### src/rtl/i2c_gain_slave_if.sv
`timescale 1ns/1ps
// I2C pad-side bus: the SDA line is modelled as a wired-AND of the master level and
// the slave pull-down, so the slave only ever sinks the line (open drain).
interface i2c_gain_slave_if;
    logic scl;
    logic sda_m;
    logic sda_oe;
    logic sda;

    assign sda = sda_m & ~sda_oe;

    modport slave  (input scl, input sda, output sda_oe);
    modport master (output scl, output sda_m, input sda, input sda_oe);
endinterface

### src/rtl/i2c_gain_slave.sv
`timescale 1ns/1ps
// I2C slave register bank for the ten equalizer band gains (pointer 0x01..0x0A).
// Define I2C_GAIN_READ_EN to compile the read-back path; otherwise reads are NACKed.
module i2c_gain_slave #(
    parameter logic [6:0] SLAVE_ADDR = 7'h6A,
    parameter logic [7:0] GAIN_RST   = 8'd10
) (
    input  logic            clk,
    input  logic            rst_n,
    i2c_gain_slave_if.slave bus,
    output logic [7:0]      gain_1,
    output logic [7:0]      gain_2,
    output logic [7:0]      gain_3,
    output logic [7:0]      gain_4,
    output logic [7:0]      gain_5,
    output logic [7:0]      gain_6,
    output logic [7:0]      gain_7,
    output logic [7:0]      gain_8,
    output logic [7:0]      gain_9,
    output logic [7:0]      gain_10,
    output logic [7:0]      reg_addr,
    output logic [7:0]      reg_data,
    output logic            reg_we
);
    typedef enum logic [3:0] {
        IDLE, ADDR, ACK, PTR, WDATA, IGNORE
`ifdef I2C_GAIN_READ_EN
        , RDATA, RACK, RLOAD
`endif
    } state_t;

    logic       scl_meta_q, scl_meta_d, scl_sync_q, scl_sync_d, scl_prev_q, scl_prev_d;
    logic       sda_meta_q, sda_meta_d, sda_sync_q, sda_sync_d, sda_prev_q, sda_prev_d;
    state_t     state_q, state_d, ack_nxt_q, ack_nxt_d;
    logic       ack_drv_q, ack_drv_d;
    logic [2:0] bit_cnt_q, bit_cnt_d;
    logic [7:0] shift_q, shift_d;
    logic [7:0] ptr_q, ptr_d;
    logic       sda_oe_q, sda_oe_d;
    logic [7:0] gain_q [10];
    logic [7:0] gain_d [10];
    logic [7:0] reg_addr_q, reg_addr_d, reg_data_q, reg_data_d;
    logic       reg_we_q, reg_we_d;

    logic       scl_rise, scl_fall, start_c, stop_c, rx_state, byte_done, in_range;
    logic [7:0] rx_byte;
    logic [3:0] gidx;
`ifdef I2C_GAIN_READ_EN
    logic [7:0] tx_byte;
`endif

    always_comb begin
        scl_meta_d = bus.scl;
        scl_sync_d = scl_meta_q;
        scl_prev_d = scl_sync_q;
        sda_meta_d = bus.sda;
        sda_sync_d = sda_meta_q;
        sda_prev_d = sda_sync_q;

        scl_rise  = scl_sync_q & ~scl_prev_q;
        scl_fall  = ~scl_sync_q & scl_prev_q;
        start_c   = scl_sync_q & ~sda_sync_q & sda_prev_q;
        stop_c    = scl_sync_q & sda_sync_q & ~sda_prev_q;
        rx_byte   = {shift_q[6:0], sda_sync_q};
        in_range  = (ptr_q >= 8'd1) && (ptr_q <= 8'd10);
        gidx      = ptr_q[3:0] - 4'd1;
        rx_state  = (state_q == ADDR) || (state_q == PTR) || (state_q == WDATA);
        byte_done = rx_state && scl_rise && (bit_cnt_q == 3'd7);
`ifdef I2C_GAIN_READ_EN
        tx_byte   = in_range ? gain_q[gidx] : 8'h00;
`endif

        state_d    = state_q;
        ack_nxt_d  = ack_nxt_q;
        ack_drv_d  = ack_drv_q;
        bit_cnt_d  = bit_cnt_q;
        shift_d    = shift_q;
        ptr_d      = ptr_q;
        sda_oe_d   = sda_oe_q;
        gain_d     = gain_q;
        reg_addr_d = reg_addr_q;
        reg_data_d = reg_data_q;
        reg_we_d   = 1'b0;

        // Bus conditions override everything, so a partial byte is simply dropped.
        if (stop_c) begin
            state_d  = IDLE;
            sda_oe_d = 1'b0;
        end else if (start_c) begin
            state_d   = ADDR;
            bit_cnt_d = 3'd0;
            sda_oe_d  = 1'b0;
        end else begin
            if (rx_state && scl_rise) begin
                shift_d   = rx_byte;
                bit_cnt_d = bit_cnt_q + 3'd1;
            end
            if (byte_done) begin
                state_d   = ACK;
                ack_drv_d = 1'b0;
                case (state_q)
                    ADDR: begin
                        if (rx_byte[7:1] != SLAVE_ADDR) begin
                            state_d = IGNORE;
                        end else if (rx_byte[0]) begin
`ifdef I2C_GAIN_READ_EN
                            ack_nxt_d = RDATA;
`else
                            state_d = IGNORE;
`endif
                        end else begin
                            ack_nxt_d = PTR;
                        end
                    end
                    PTR: begin
                        ptr_d     = rx_byte;
                        ack_nxt_d = WDATA;
                    end
                    default: begin
                        ptr_d     = ptr_q + 8'd1;
                        ack_nxt_d = WDATA;
                        if (in_range) begin
                            gain_d[gidx] = rx_byte;
                            reg_addr_d   = ptr_q;
                            reg_data_d   = rx_byte;
                            reg_we_d     = 1'b1;
                        end
                    end
                endcase
            end

            case (state_q)
                ACK: begin
                    // First fall after bit 8 starts the pull-down, the next one ends it.
                    if (scl_fall) begin
                        if (!ack_drv_q) begin
                            ack_drv_d = 1'b1;
                            sda_oe_d  = 1'b1;
                        end else begin
                            ack_drv_d = 1'b0;
                            sda_oe_d  = 1'b0;
                            bit_cnt_d = 3'd0;
                            state_d   = ack_nxt_q;
`ifdef I2C_GAIN_READ_EN
                            if (ack_nxt_q == RDATA) begin
                                shift_d  = tx_byte;
                                sda_oe_d = ~tx_byte[7];
                            end
`endif
                        end
                    end
                end
`ifdef I2C_GAIN_READ_EN
                RDATA: begin
                    if (scl_fall) begin
                        if (bit_cnt_q == 3'd7) begin
                            sda_oe_d = 1'b0;
                            state_d  = RACK;
                        end else begin
                            sda_oe_d  = ~shift_q[6];
                            shift_d   = {shift_q[6:0], 1'b0};
                            bit_cnt_d = bit_cnt_q + 3'd1;
                        end
                    end
                end
                RACK: begin
                    if (scl_rise) begin
                        if (sda_sync_q) begin
                            state_d = IGNORE;
                        end else begin
                            ptr_d   = ptr_q + 8'd1;
                            state_d = RLOAD;
                        end
                    end
                end
                RLOAD: begin
                    if (scl_fall) begin
                        shift_d   = tx_byte;
                        sda_oe_d  = ~tx_byte[7];
                        bit_cnt_d = 3'd0;
                        state_d   = RDATA;
                    end
                end
`endif
                default: ;
            endcase
        end
    end

    always_ff @(posedge clk or negedge rst_n) begin
        if (!rst_n) begin
            scl_meta_q <= 1'b1;
            scl_sync_q <= 1'b1;
            scl_prev_q <= 1'b1;
            sda_meta_q <= 1'b1;
            sda_sync_q <= 1'b1;
            sda_prev_q <= 1'b1;
            state_q    <= IDLE;
            ack_nxt_q  <= IDLE;
            ack_drv_q  <= 1'b0;
            bit_cnt_q  <= 3'd0;
            shift_q    <= 8'h00;
            ptr_q      <= 8'h00;
            sda_oe_q   <= 1'b0;
            for (int i = 0; i < 10; i++) gain_q[i] <= GAIN_RST;
            reg_addr_q <= 8'h00;
            reg_data_q <= 8'h00;
            reg_we_q   <= 1'b0;
        end else begin
            scl_meta_q <= scl_meta_d;
            scl_sync_q <= scl_sync_d;
            scl_prev_q <= scl_prev_d;
            sda_meta_q <= sda_meta_d;
            sda_sync_q <= sda_sync_d;
            sda_prev_q <= sda_prev_d;
            state_q    <= state_d;
            ack_nxt_q  <= ack_nxt_d;
            ack_drv_q  <= ack_drv_d;
            bit_cnt_q  <= bit_cnt_d;
            shift_q    <= shift_d;
            ptr_q      <= ptr_d;
            sda_oe_q   <= sda_oe_d;
            gain_q     <= gain_d;
            reg_addr_q <= reg_addr_d;
            reg_data_q <= reg_data_d;
            reg_we_q   <= reg_we_d;
        end
    end

    assign bus.sda_oe = sda_oe_q;
    assign gain_1     = gain_q[0];
    assign gain_2     = gain_q[1];
    assign gain_3     = gain_q[2];
    assign gain_4     = gain_q[3];
    assign gain_5     = gain_q[4];
    assign gain_6     = gain_q[5];
    assign gain_7     = gain_q[6];
    assign gain_8     = gain_q[7];
    assign gain_9     = gain_q[8];
    assign gain_10    = gain_q[9];
    assign reg_addr   = reg_addr_q;
    assign reg_data   = reg_data_q;
    assign reg_we     = reg_we_q;
endmodule

### src/flat_wrapper.sv
// flat-port wrapper written by rule: the top's interface ports become plain ports
module i2c_gain_slave_flat 
#(
    parameter logic [6:0] SLAVE_ADDR = 7'h6A,
    parameter logic [7:0] GAIN_RST   = 8'd10
)
  (clk, rst_n, gain_1, gain_2, gain_3, gain_4, gain_5, gain_6, gain_7, gain_8, gain_9, gain_10, reg_addr, reg_data, reg_we, bus_scl, bus_sda_oe);
  i2c_gain_slave_if bus_i ();
  input  logic clk;
  input  logic rst_n;
  output logic [7:0] gain_1;
  output logic [7:0] gain_2;
  output logic [7:0] gain_3;
  output logic [7:0] gain_4;
  output logic [7:0] gain_5;
  output logic [7:0] gain_6;
  output logic [7:0] gain_7;
  output logic [7:0] gain_8;
  output logic [7:0] gain_9;
  output logic [7:0] gain_10;
  output logic [7:0] reg_addr;
  output logic [7:0] reg_data;
  output logic reg_we;
  input wire logic [$bits(bus_i.scl)-1:0] bus_scl;
  output wire logic [$bits(bus_i.sda_oe)-1:0] bus_sda_oe;
  assign bus_i.scl = bus_scl;
  assign bus_sda_oe = bus_i.sda_oe;
  i2c_gain_slave #(.SLAVE_ADDR(SLAVE_ADDR), .GAIN_RST(GAIN_RST)) u_core (.clk(clk), .rst_n(rst_n), .bus(bus_i), .gain_1(gain_1), .gain_2(gain_2), .gain_3(gain_3), .gain_4(gain_4), .gain_5(gain_5), .gain_6(gain_6), .gain_7(gain_7), .gain_8(gain_8), .gain_9(gain_9), .gain_10(gain_10), .reg_addr(reg_addr), .reg_data(reg_data), .reg_we(reg_we));
endmodule
### config.mk
export PLATFORM = sky130hd
export DESIGN_NAME = i2c_gain_slave_flat
export DESIGN_NICKNAME = d
export VERILOG_FILES = /design/src/rtl/i2c_gain_slave_if.sv /design/src/rtl/i2c_gain_slave.sv /design/src/flat_wrapper.sv
export SDC_FILE = /design/constraint.sdc
export NUM_CORES = 1
export LEC_CHECK = 0
export CAP_MARGIN = 20
export CORE_MARGIN = 4
export CORE_UTILIZATION = 43
export CTS_BUF_LIST = sky130_fd_sc_hd__clkbuf_4 sky130_fd_sc_hd__clkbuf_8
export CTS_CLUSTER_DIAMETER = 30
export DETAILED_ROUTE_END_ITERATION = 6
export HOLD_SLACK_MARGIN = 0.15
export MAX_ROUTING_LAYER = met4
export PLACE_DENSITY = 0.68
export SETUP_SLACK_MARGIN = 0.4
export SLEW_MARGIN = 30
export SYNTH_ARGS = -nofsm -noshare
export SYNTH_HDL_FRONTEND = slang
export SYNTH_SLANG_ARGS = --single-unit
### constraint.sdc
create_clock -name clk -period 4 [get_ports clk]
set_input_delay 0.6 -clock clk [delete_from_list [all_inputs] [get_ports clk]]
set_output_delay 0.6 -clock clk [all_outputs]
set_load 0.01 [all_outputs]
# Word-level counts from Yosys, hierarchy flattened
# Cells that the tools add are included.
# totals
ff_bits,131
output_inout_bits,98
wordCells,107
input_bits,3
# classes
n_lt_le_gt_ge,4
n_addsub,3
n_reduce_logical,15
eq_ne,8
muxes,34
bitwise_logic,17
# ops
cell,count
bitwise mux 80 bit,1
two-way mux 4 bit,11
demux 8 bit (select 4 bit),1
two-way mux 3 bit,6
case mux 8 bit (2 select lines),1
two-way mux 1 bit,13
AND reduction 5 bit,2
inverter 1 bit,9
adder 8 x 1 -> 8 bit (second input constant),1
== test 4 x 2 -> 1 bit (second input constant),2
>= comparator 8 x 1 -> 1 bit (second input constant),1
less-or-equal comparator 8 x 4 -> 1 bit (second input constant),1
two-way mux 8 bit,1
bitwise AND 1 bit,7
!= test 7 bit (second input constant),1
nonzero test 3 bit,2
>= comparator 5 bit (second input constant),1
< comparator 5 x 1 -> 1 bit (second input constant),1
inverter 4 -> 5 bit,1
== test 4 x 1 -> 1 bit (second input constant),1
== test 4 x 3 -> 1 bit (second input constant),1
logical AND 1 bit,4
!= test 2 bit (second input constant),2
AND reduction 2 bit,2
other kinds (7),8

# Depth between registers and ports, before layout
# Gate-level depths: netlist of run 1.
# logic_depth
ltp_word,11
mapped_depth,7
mapped_depth_nobuf,6

# Least setup slack after synthesis of run 1
# No wires, ideal clock.
# synth_path
path_kind,register to register
startpoint,reg u_core.ptr_q[0]
endpoint,"reg u_core.gain_q, in the netlist u_core.gain_1[0]"
arrival_ns,2.203
stages_incl_launch_ff,7
setup_time_ns,0.125
path_buffers,0
period_less_slack_ns,2.328
required_ns,3.875
setup_slack_ns,1.672
cell_sequence,dfrtp_1 > inv_1 > ha_1 > nor4b_1 > nor3_4 > nand4_4 > mux2_2
# synth_via
elab_chain_len,7
elab_cells_between_ends,12
cone_classes,add/sub (1); order compare (4); mux (3); bitwise (1); reduce/logical (3)
# synth_lines
element,line_no,text
from (decl),i2c_gain_slave.sv:38,"logic [7:0] ptr_q, ptr_d;"
from (signal assigned),i2c_gain_slave.sv:221,ptr_q <= ptr_d;
subtractor 4 x 1 -> 4 bit,i2c_gain_slave.sv:66,gidx = ptr_q[3:0] - 4'd1;
inverter 4 -> 5 bit (not written as such),i2c_gain_slave.sv:123,gain_d[gidx] = rx_byte;
>= comparator 5 bit (not written as such) / < comparator 5 x 1 -> 1 bit (equally long branches),i2c_gain_slave.sv:123,
logical AND 1 bit (not written as such),i2c_gain_slave.sv:123,
two-way mux 8 bit (not written as such),i2c_gain_slave.sv:123,
demux 8 bit (select 4 bit),i2c_gain_slave.sv:123,
bitwise mux 80 bit,i2c_gain_slave.sv:123,
to (signal assigned),i2c_gain_slave.sv:223,gain_q <= gain_d;
to (decl),i2c_gain_slave.sv:40,logic [7:0] gain_q [10];
# Parallel ways exist; a longest one is shown, timed or not.
# A chain may end at the register's enable or synchronous reset.

# Final worst setup path of run 1
# layout_path
startpoint,reg u_core.ptr_q[0]
endpoint,"reg u_core.gain_q, in the netlist u_core.gain_5[0]"
# Same word-level chain as after synthesis.

==> results.md, run 1 <==
Critical path:
- The slack of the worst reg-to-reg path is 1.30 ns.
- The critical-path maximum fanout is 12.
- The critical setup path kind is flip-flop to flip-flop.
- The data arrival time of the critical path is 3.01 ns.
- The endpoint required time on the critical path is 4.32 ns.
- STA classifies the critical path endpoint as a flip-flop.
- The startpoint type of the worst setup path is a flip-flop.
- The number of cells on the worst reg-to-reg path is 6.
- In this run the critical register-to-register path is launched from u_core.ptr_q[0].
- The endpoint identified for the worst register-to-register timing path is u_core.gain_5[0].
- In this run the worst setup path begins at u_core.ptr_q[0].

Logic synthesis:
- The synthesized design contains 0 enable-type register cells.
- The cell area after technology mapping is between 5000 and 6000 sq um.
- The netlist uses 54 different library cells.
- The flip-flop cell with the highest count after synthesis is dfrtp_1.
- The post-synthesis cell type with the largest combined area is dfrtp_1.
- In this run the mean area of a mapped cell was between 10 and 15 sq um.
- By area the synthesized netlist is led by dfrtp_1 (45%), mux2_2 (20%), dfstp_2 (12%).
- The area fraction of the dominant cell type after synthesis is 0.454.
- The total nets after synthesis is 411.
- The share of the Yosys chip area taken by registers is 0.574.
- For this run, the number of Yosys warnings is 1.
- Synthesis inferred 129 register bits.
- The cell count after synthesis is roughly 400.
- The async set or reset register ratio after synthesis is 1.00.

STA:
- Setup repair after global routing left no endpoint under its margin.
- Timing would allow up to 371 MHz.
- The total negative slack for setup checks is 0 ns.
- The worst pin sits at a relative slew slack of 0.365.
- Dividing the final minimum period by the clock period gives 0.675.
- The final worst slack is 1.30 ns.
- For the final database, setup skew stands at 0.0103 ns.
- The total setup violations reported at the end of the flow is 0.
- The final hold violation count came to 0.
- The max-slew violation total from the final report was 0.
- The post-layout minimum cycle time is 2.70 ns.
- The transition time at the pin with the least slew margin is 0.948 ns.

Detailed routing:
- The number of DRC violations after detailed-routing iteration 0 is 235.
- The total wire length is between 10000 and 15000 microns.
- In the routed layout, each cell is associated on average with a via count of 5.28.
- In the final routed layout, each cell accounts on average for between 15 and 20 microns.
- The first-pass iteration count of the detailed router is 4.
- The number of vias after detailed routing is 3636.
- The final antenna-violating net count is 0.
- The residual DRC count is 0.

Placement:
- The number of port buffers is 100.
- Summed over all nets, the half-perimeter wirelength after detailed placement is 8960 microns.
- The weighted congestion at the end of routability-driven global placement is 0.834.
- The cell area after placement is 6820 sq um.
- Prior to clock tree synthesis, the placed netlist has a worst setup slack of approximately 1.3 ns.

Layout:
- The final core utilization is 0.564.
- Across the whole layout, storage elements account for ~3300 sq um.
- The fraction of layout instances using a drive strength above 1 is 0.348.
- The number of filler instances in the final layout is 1042.
- 0 antenna diodes ended up in the layout.
- The net count of the finished layout is 516.
- The commonest non-fill, non-tap cell in the layout is dfrtp_1.
- The area growth from synthesis to layout is 26.9%.
- The finished cells cover 7200 sq um.
- Leaving out fill and tap cells, the most frequent cells in the layout are dfrtp_1 (103), mux2_2 (99), clkdlybuf4s50_1 (99).
- The multi-input combinational cells in the finished layout cover a total of between 2000 and 2500 sq um.

Floorplanning:
- The vertical extent of the die is around 120 microns.
- The die area is 15100 sq um.
- The placeable core region is roughly 13000 sq um.
- For this design the top-level I/O count stands at roughly 100.
- The x dimension of the die is roughly 120 microns.
- The effective utilization at floorplan is 0.445.
- The floorplan has 41 rows.

Job:
- The count of max-cap constraint violations is 0.

Clock network:
- The count of cells resized by post-cts repair is 0.
- Buffers inserted to repair hold after CTS numbered 1.
- TritonCTS built the clock tree.
- The number of buffers on the longest clock path is 2.
- The clock latency of the later-clocked register in the worst-skew pair is 0.44 ns.
- After clock tree synthesis, the clock-pin slew on the worst setup and hold paths is 0.07 ns.
- The number of clock buffers inserted by TritonCTS is 17.
- The number of clock sinks is 129.
- The cell chosen for the clock root is clkbuf_8.
- In this run the post-CTS setup repair buffer count came out at 0.
- The H-tree generated during clock tree synthesis spans 4 levels.

Pwr:
- The maximum ir drop on the vdd rail is 270 uV.
- The clock network fraction of total power is 0.388.
- The internal portion of the total power is 1950 uW.
- The analysis attributes to cell leakage a power of 0.00337 uW.
- Dividing total power by cell area gives a power density of 373 nW/um^2.
- Of the total power, the share spent switching nets is 0.274.
- The share of power burned in combinational logic is 0.044.
- The analysis attributes to net switching a power of 737 uW.
- Of the total power, registers draw 0.569.

Global routing:
- The total global routing track utilization is 0.189.
- The overflow left after global routing is 0.
- The via count of the first global-routing pass is 3711.
- The first global-routing pass estimated 20900 microns of wire.
- The initial antenna violation count is 0.
- The maximum number of pins on one net before global-route repair is 52.

Min path:
- The start point of the worst hold path is u_core.scl_meta_q.
- The capture endpoint of the worst hold path is u_core.scl_prev_d.
- The worst hold path belongs to the class flip-flop to flip-flop.
- The number of cells traversed by the worst hold path is 0.

Status:
- The run finished with clean final reports.
==> power groups by stage <==
stage               Sequential (uW)  Combinational, uW  Clock [uW]
global placement               1550                110           0
finish                         1530                117        1040
floorplan                      1400                147           0
CTS                            1530                120        1070
detailed placement             1550                118           0
global route                   1540                130        1140
==> kinds of logic (layout without fill, tap and decap cells) <==
group	Yosys count	in the layout	share of synthesized area
adders and majority gates	9	9	0.0198
DFF	129	129	0.574
other	1	1	0.000660
muxes	102	102	0.202
AOI/OAI and AO/OA	44	44	0.0538
buffers and inverters	25	143	0.0273
and+or+nand+nor	85	85	0.115
xor gates and xnor gates	4	4	0.00749
==> critical path: stages, from the launching register on <==
cell and delay, ns:
dfrtp_1 0.56, inv_1 0.15, ha_1 0.28, nor4b_1 0.20
nor3_4 0.69, nand4_4 0.33, mux2_2 0.37
==> metrics by stage <==
stage	std cells	hold slack, ns	power (uW)
global route	689	0.357	2810
floorplan	399	0.304	1540
finish	689	0.351	2680
CTS	689	0.355	2720
detailed placement	656	0.347	1670
global placement	655	0.346	1660
==> cell type report <==
cell class,count,area share
repair buffers,106,0.148
flip-flops and latches,129,0.453
inverters,5,0.00261
well taps,172,0.0299
clock inverters,10,0.0120
multi-input cells,245,0.315
clock buffers,22,0.0403
==> worst max-delay path by stage <==
stage | to | slack [ns] | cells after the start
after floorplan | u_core.gain_1[0] | 1.67 | 6
after global placement | u_core.gain_10[4] | 1.39 | 6
after detailed placement | u_core.gain_5[0] | 1.31 | 6
after CTS | u_core.gain_5[0] | 1.29 | 6
after global routing | u_core.gain_10[7] | 1.07 | 6
final | u_core.gain_5[0] | 1.30 | 6
==> synth_stat cells (all sizes together) (2+ instances only) <==
master       instances
dfrtp              103
mux2                99
dfstp               26
and2                15
o21ai               12
nor2                10
ha                   9
nand4                9
buf                  8
dlygate4sd1          8
nand3                8
nor3                 8
nand2                7
and3                 6
a21oi                5
inv                  5
a2bb2oi              4
clkbuf               4
nor4bb               4
a211oi               3
a21boi               3
mux2i                3
nor3b                3
o22a                 3
o31ai                3
a31oi                2
nand2b               2
nand3b               2
nand4bb              2
nor2b                2
nor4b                2
o221a                2
xnor2                2
xor2                 2
==> layer usage <==
layer  up-vias  part of all wire  global-route usage
met5         -                 0                   -
met4         0             0.011              0.0644
met3        10             0.041              0.0444
met2       100              0.49               0.284
met1      1855              0.46               0.253
li1       1671                 -                   -
(Power assumes the default switching activity.)
==> inputs of run 2 (changes only) <==
- PLACE_DENSITY: 0.68 -> 0.71
- clock period: 4 -> 2.45 ns (I/O delays scaled with it)
==> run 2 against run 1 <==
  * Setup slack got worse by 1.0 ns
  * Flip-flop and latch count did not move
  * Clock skew fell by 0.0019 ns
  * Cell area rose by 8.5%
  * Hold slack got worse by 0.019 ns
  * Critical path depth did not move
  * Clock power rose by 95%
  * Cell count rose by 5.5%
  * Routed wire length rose by 12%
  * Register-to-register slack got worse by 1.0 ns
  * Power rose by 78%
  * Highest routed layer unchanged
==> results.md, run 2 (same netlist as run 1, synthesis figures left out) <==
Pwr:
- The power density over the cells is 611 nW/um^2 (was 373 nW/um^2).
- The fraction of power spent switching nets came to 0.258 (was 0.274).
- The total power is 4780 uW (was 2680 uW).
- The fraction of power consumed by sequential logic is 0.467 (was 0.569).
- The cell leakage power is 0.00364 uW (was 0.00337 uW).
- The cell-internal power is 3540 uW (was 1950 uW).
- The maximum ir drop on the vdd rail is 455 uV (was 270 uV).
- The power spent charging and discharging nets came to 1230 uW (was 737 uW).
- The share of power burned in combinational logic came to 0.109 (was 0.044).
- The clock network fraction of total power is 0.424 (was 0.388).

STA:
- The total negative slack for setup checks is 0 ns (unchanged).
- The post-route fraction of the period consumed by the critical path was 0.876 (was 0.675).
- The transition time at the pin with the least slew margin was 0.628 ns (was 0.948 ns).
- The max-slew violation total from the final report was 0 (unchanged).
- The final hold violation count is 0 (unchanged).
- The total setup violations reported at the end of the flow is 0 (unchanged).
- The post-layout minimum cycle time came to 2.15 ns (was 2.70 ns).
- The worst slew slack as a fraction of its limit is 0.582 (was 0.365).
- The maximum clock frequency is 466 MHz (was 371 MHz).
- Setup repair after global routing missed its margin: yes (was no).
- The clock tree skew after final layout is 0.00838 ns (was 0.0103 ns).
- The worst hold slack across all endpoints was 0.332 ns (was 0.351 ns).
- The final worst slack was 0.304 ns (was 1.30 ns).

Detailed routing:
- The total wire length was 14500 microns (was 12900 microns).
- The number of DRC violations after detailed-routing iteration 0 is 178 (was 235).
- The final antenna-violating net count is 0 (unchanged).
- The number of vias after detailed routing came to 3896 (was 3636).
- The ratio of routed vias to standard cells is 5.36 (was 5.28).
- The first-pass iteration count of the detailed router came to 4 (unchanged).
- The final routed wire length divided by cell count came to 19.9 microns (was 18.7 microns).
- The residual DRC count was 0 (unchanged).

Clock network:
- The cell chosen for the clock root is clkbuf_8 (unchanged).
- The clock tree from TritonCTS is built (unchanged).
- The clock latency of the later-clocked register in the worst-skew pair came to 0.45 ns (was 0.44 ns).
- The number of buffers on the longest clock path came to 2 (unchanged).
- The number of levels the H-tree was split into is 4 (unchanged).
- The number of clock sinks is 129 (unchanged).
- The number of clock buffers inserted by TritonCTS was 17 (unchanged).
- The clock transition at the registers of the reported paths is 0.08 ns (was 0.07 ns).

Critical path:
- The startpoint type of the worst setup path is a flip-flop (unchanged).
- The data arrival time of the critical path is 2.48 ns (was 3.01 ns).
- The critical-path maximum fanout is 8 (was 12).
- The endpoint type of the worst setup path is a flip-flop (unchanged).
- The critical setup path kind was flip-flop to flip-flop (unchanged).
- The highest-delay cell along the critical path is or4_4 (was nor3_4).
- The maximum single-stage delay on the critical path is 0.57 ns (was 0.69 ns).
- CP cell instances: or4_4, nor3_4, buf_6, buf_16, nand4_4, mux2_4 (was inv_1, ha_1, nor4b_1, nor3_4, nand4_4, mux2_2).
- The endpoint required time on the critical path is 2.78 ns (was 4.32 ns).

Layout:
- The area growth from synthesis to layout was 37.7% (was 26.9%).
- The fraction of layout instances using a drive strength above 1 is 0.425 (was 0.348).
- Commonest non-fill, non-tap cells in the layout: clkdlybuf4s50_1 (99), dfrtp_1 (99), mux2_2 (88) (was dfrtp_1 (103), mux2_2 (99), clkdlybuf4s50_1 (99)).
- The number of diodes added for antenna fixing is 0 (unchanged).
- The sequential standard cell area is 3270 sq um (was 3260 sq um).
- The net count of the finished layout came to 554 (was 516).
- The multi-input gate area in the final layout came to 2430 sq um (was 2270 sq um).
- The number of filler instances in the final layout came to 956 (was 1042).

Global routing:
- The maximum number of pins on one net before global-route repair came to 49 (was 52).
- The wire length of the first global-routing pass is 23200 microns (was 20900 microns).
- The overflow left after global routing is 0 (unchanged).
- The total global routing track utilization is 0.208 (was 0.189).
- The initial antenna violation count is 0 (unchanged).
- The via count of the first global-routing pass is 4292 (was 3711).

Floorplanning:
- The x dimension of the die was 123 microns (unchanged).
- The number of top-level pins is 101 (unchanged).
- The number of rows in the core area is 41 (unchanged).
- The placeable core region is 12800 sq um (unchanged).
- The die area was 15100 sq um (unchanged).
- The effective utilization at floorplan is 0.445 (unchanged).
- The vertical extent of the die came to 123 microns (unchanged).

Status:
- Run status: finished, final reports clean (unchanged).

Placement:
- The placed wire-length estimate after detailed placement came to 9650 microns (was 8960 microns).
- The setup slack after placement is 0.122 ns (was 1.31 ns).
- The number of port buffers is 100 (unchanged).
- The weighted congestion at the end of routability-driven global placement is 0.897 (was 0.834).

Job:
- The count of max-cap constraint violations came to 0 (unchanged).

Min path:
- The kind of path behind the tightest hold check is primary input to flip-flop (was flip-flop to flip-flop).
run 2: changes by cell type in the layout (fill, tap and decap cells not counted), sizes merged:
cell and delta:
inv +1, bufinv +3, clkbuf -2, clkinv -3
buf +38, clkinvlp +1
run 2: worst paths after layout:
kind,cells after the start,start,slack (ns),endpoint
max,6,u_core.ptr_q[4],0.30,u_core.gain_6[0]
min,1,bus_scl,0.33,u_core.scl_meta_q
max reg2reg,6,u_core.ptr_q[4],0.30,u_core.gain_6[0]
min reg2reg,0,u_core.scl_meta_q,0.36,u_core.scl_prev_d
max in group asynchronous,3,rst_n,1.23,u_core.gain_6[1]
min in group asynchronous,2,rst_n,0.47,u_core.gain_2[5]
run 2: layer usage:
metal | vias up | track usage | part of all wire
met4 | 0 | 0.0896 | 0.025
met5 | - | - | 0
li1 | 1738 | - | -
met1 | 2022 | 0.245 | 0.41
met2 | 106 | 0.334 | 0.51
met3 | 30 | 0.0604 | 0.051
run 2: repair_timing:
item | in CTS | in global routing
endpoints found under the setup margin | 93 | 109
hold buffers | 1 | 0
pin swaps | 14 | 2
gates cloned | 2 | 0
resized for setup | 25 | 16
setup buffers | 10 | 6
endpoints found under the hold margin | 33 | 0
run 2: stage by stage:
stage	area [sq um]	util	std cells
after global routing	7820	0.612	727
after detailed placement	7030	0.550	676
after floorplan	5720	-	399
after CTS	7710	0.604	721
final	7820	0.612	727
after global placement	7030	0.550	676
run 2: layout make-up:
type / count / area share
flip-flops and latches: 129 / 0.418
repair buffers: 144 / 0.184
clock inverters: 12 / 0.0232
well taps: 172 / 0.0275
clock buffers: 20 / 0.0344
inverters: 5 / 0.00240
multi-input cells: 245 / 0.311
run 2: critical path: cells and delay by family (launching register included):
kind | cells | cell delay [ns]
mux | 1 | 0.36
buf+inv | 2 | 0.26
simple gates | 3 | 1.00
flops | 1 | 0.40
run 2: power by group through the flow:
| stage | logic, uW | registers, uW | clock network [uW] |
|---|---|---|---|
| after floorplan | 241 | 2280 | 0 |
| after global placement | 489 | 2270 | 0 |
| after detailed placement | 504 | 2270 | 0 |
| after CTS | 519 | 2230 | 2060 |
| after global routing | 569 | 2240 | 2140 |
| final | 520 | 2230 | 2030 |
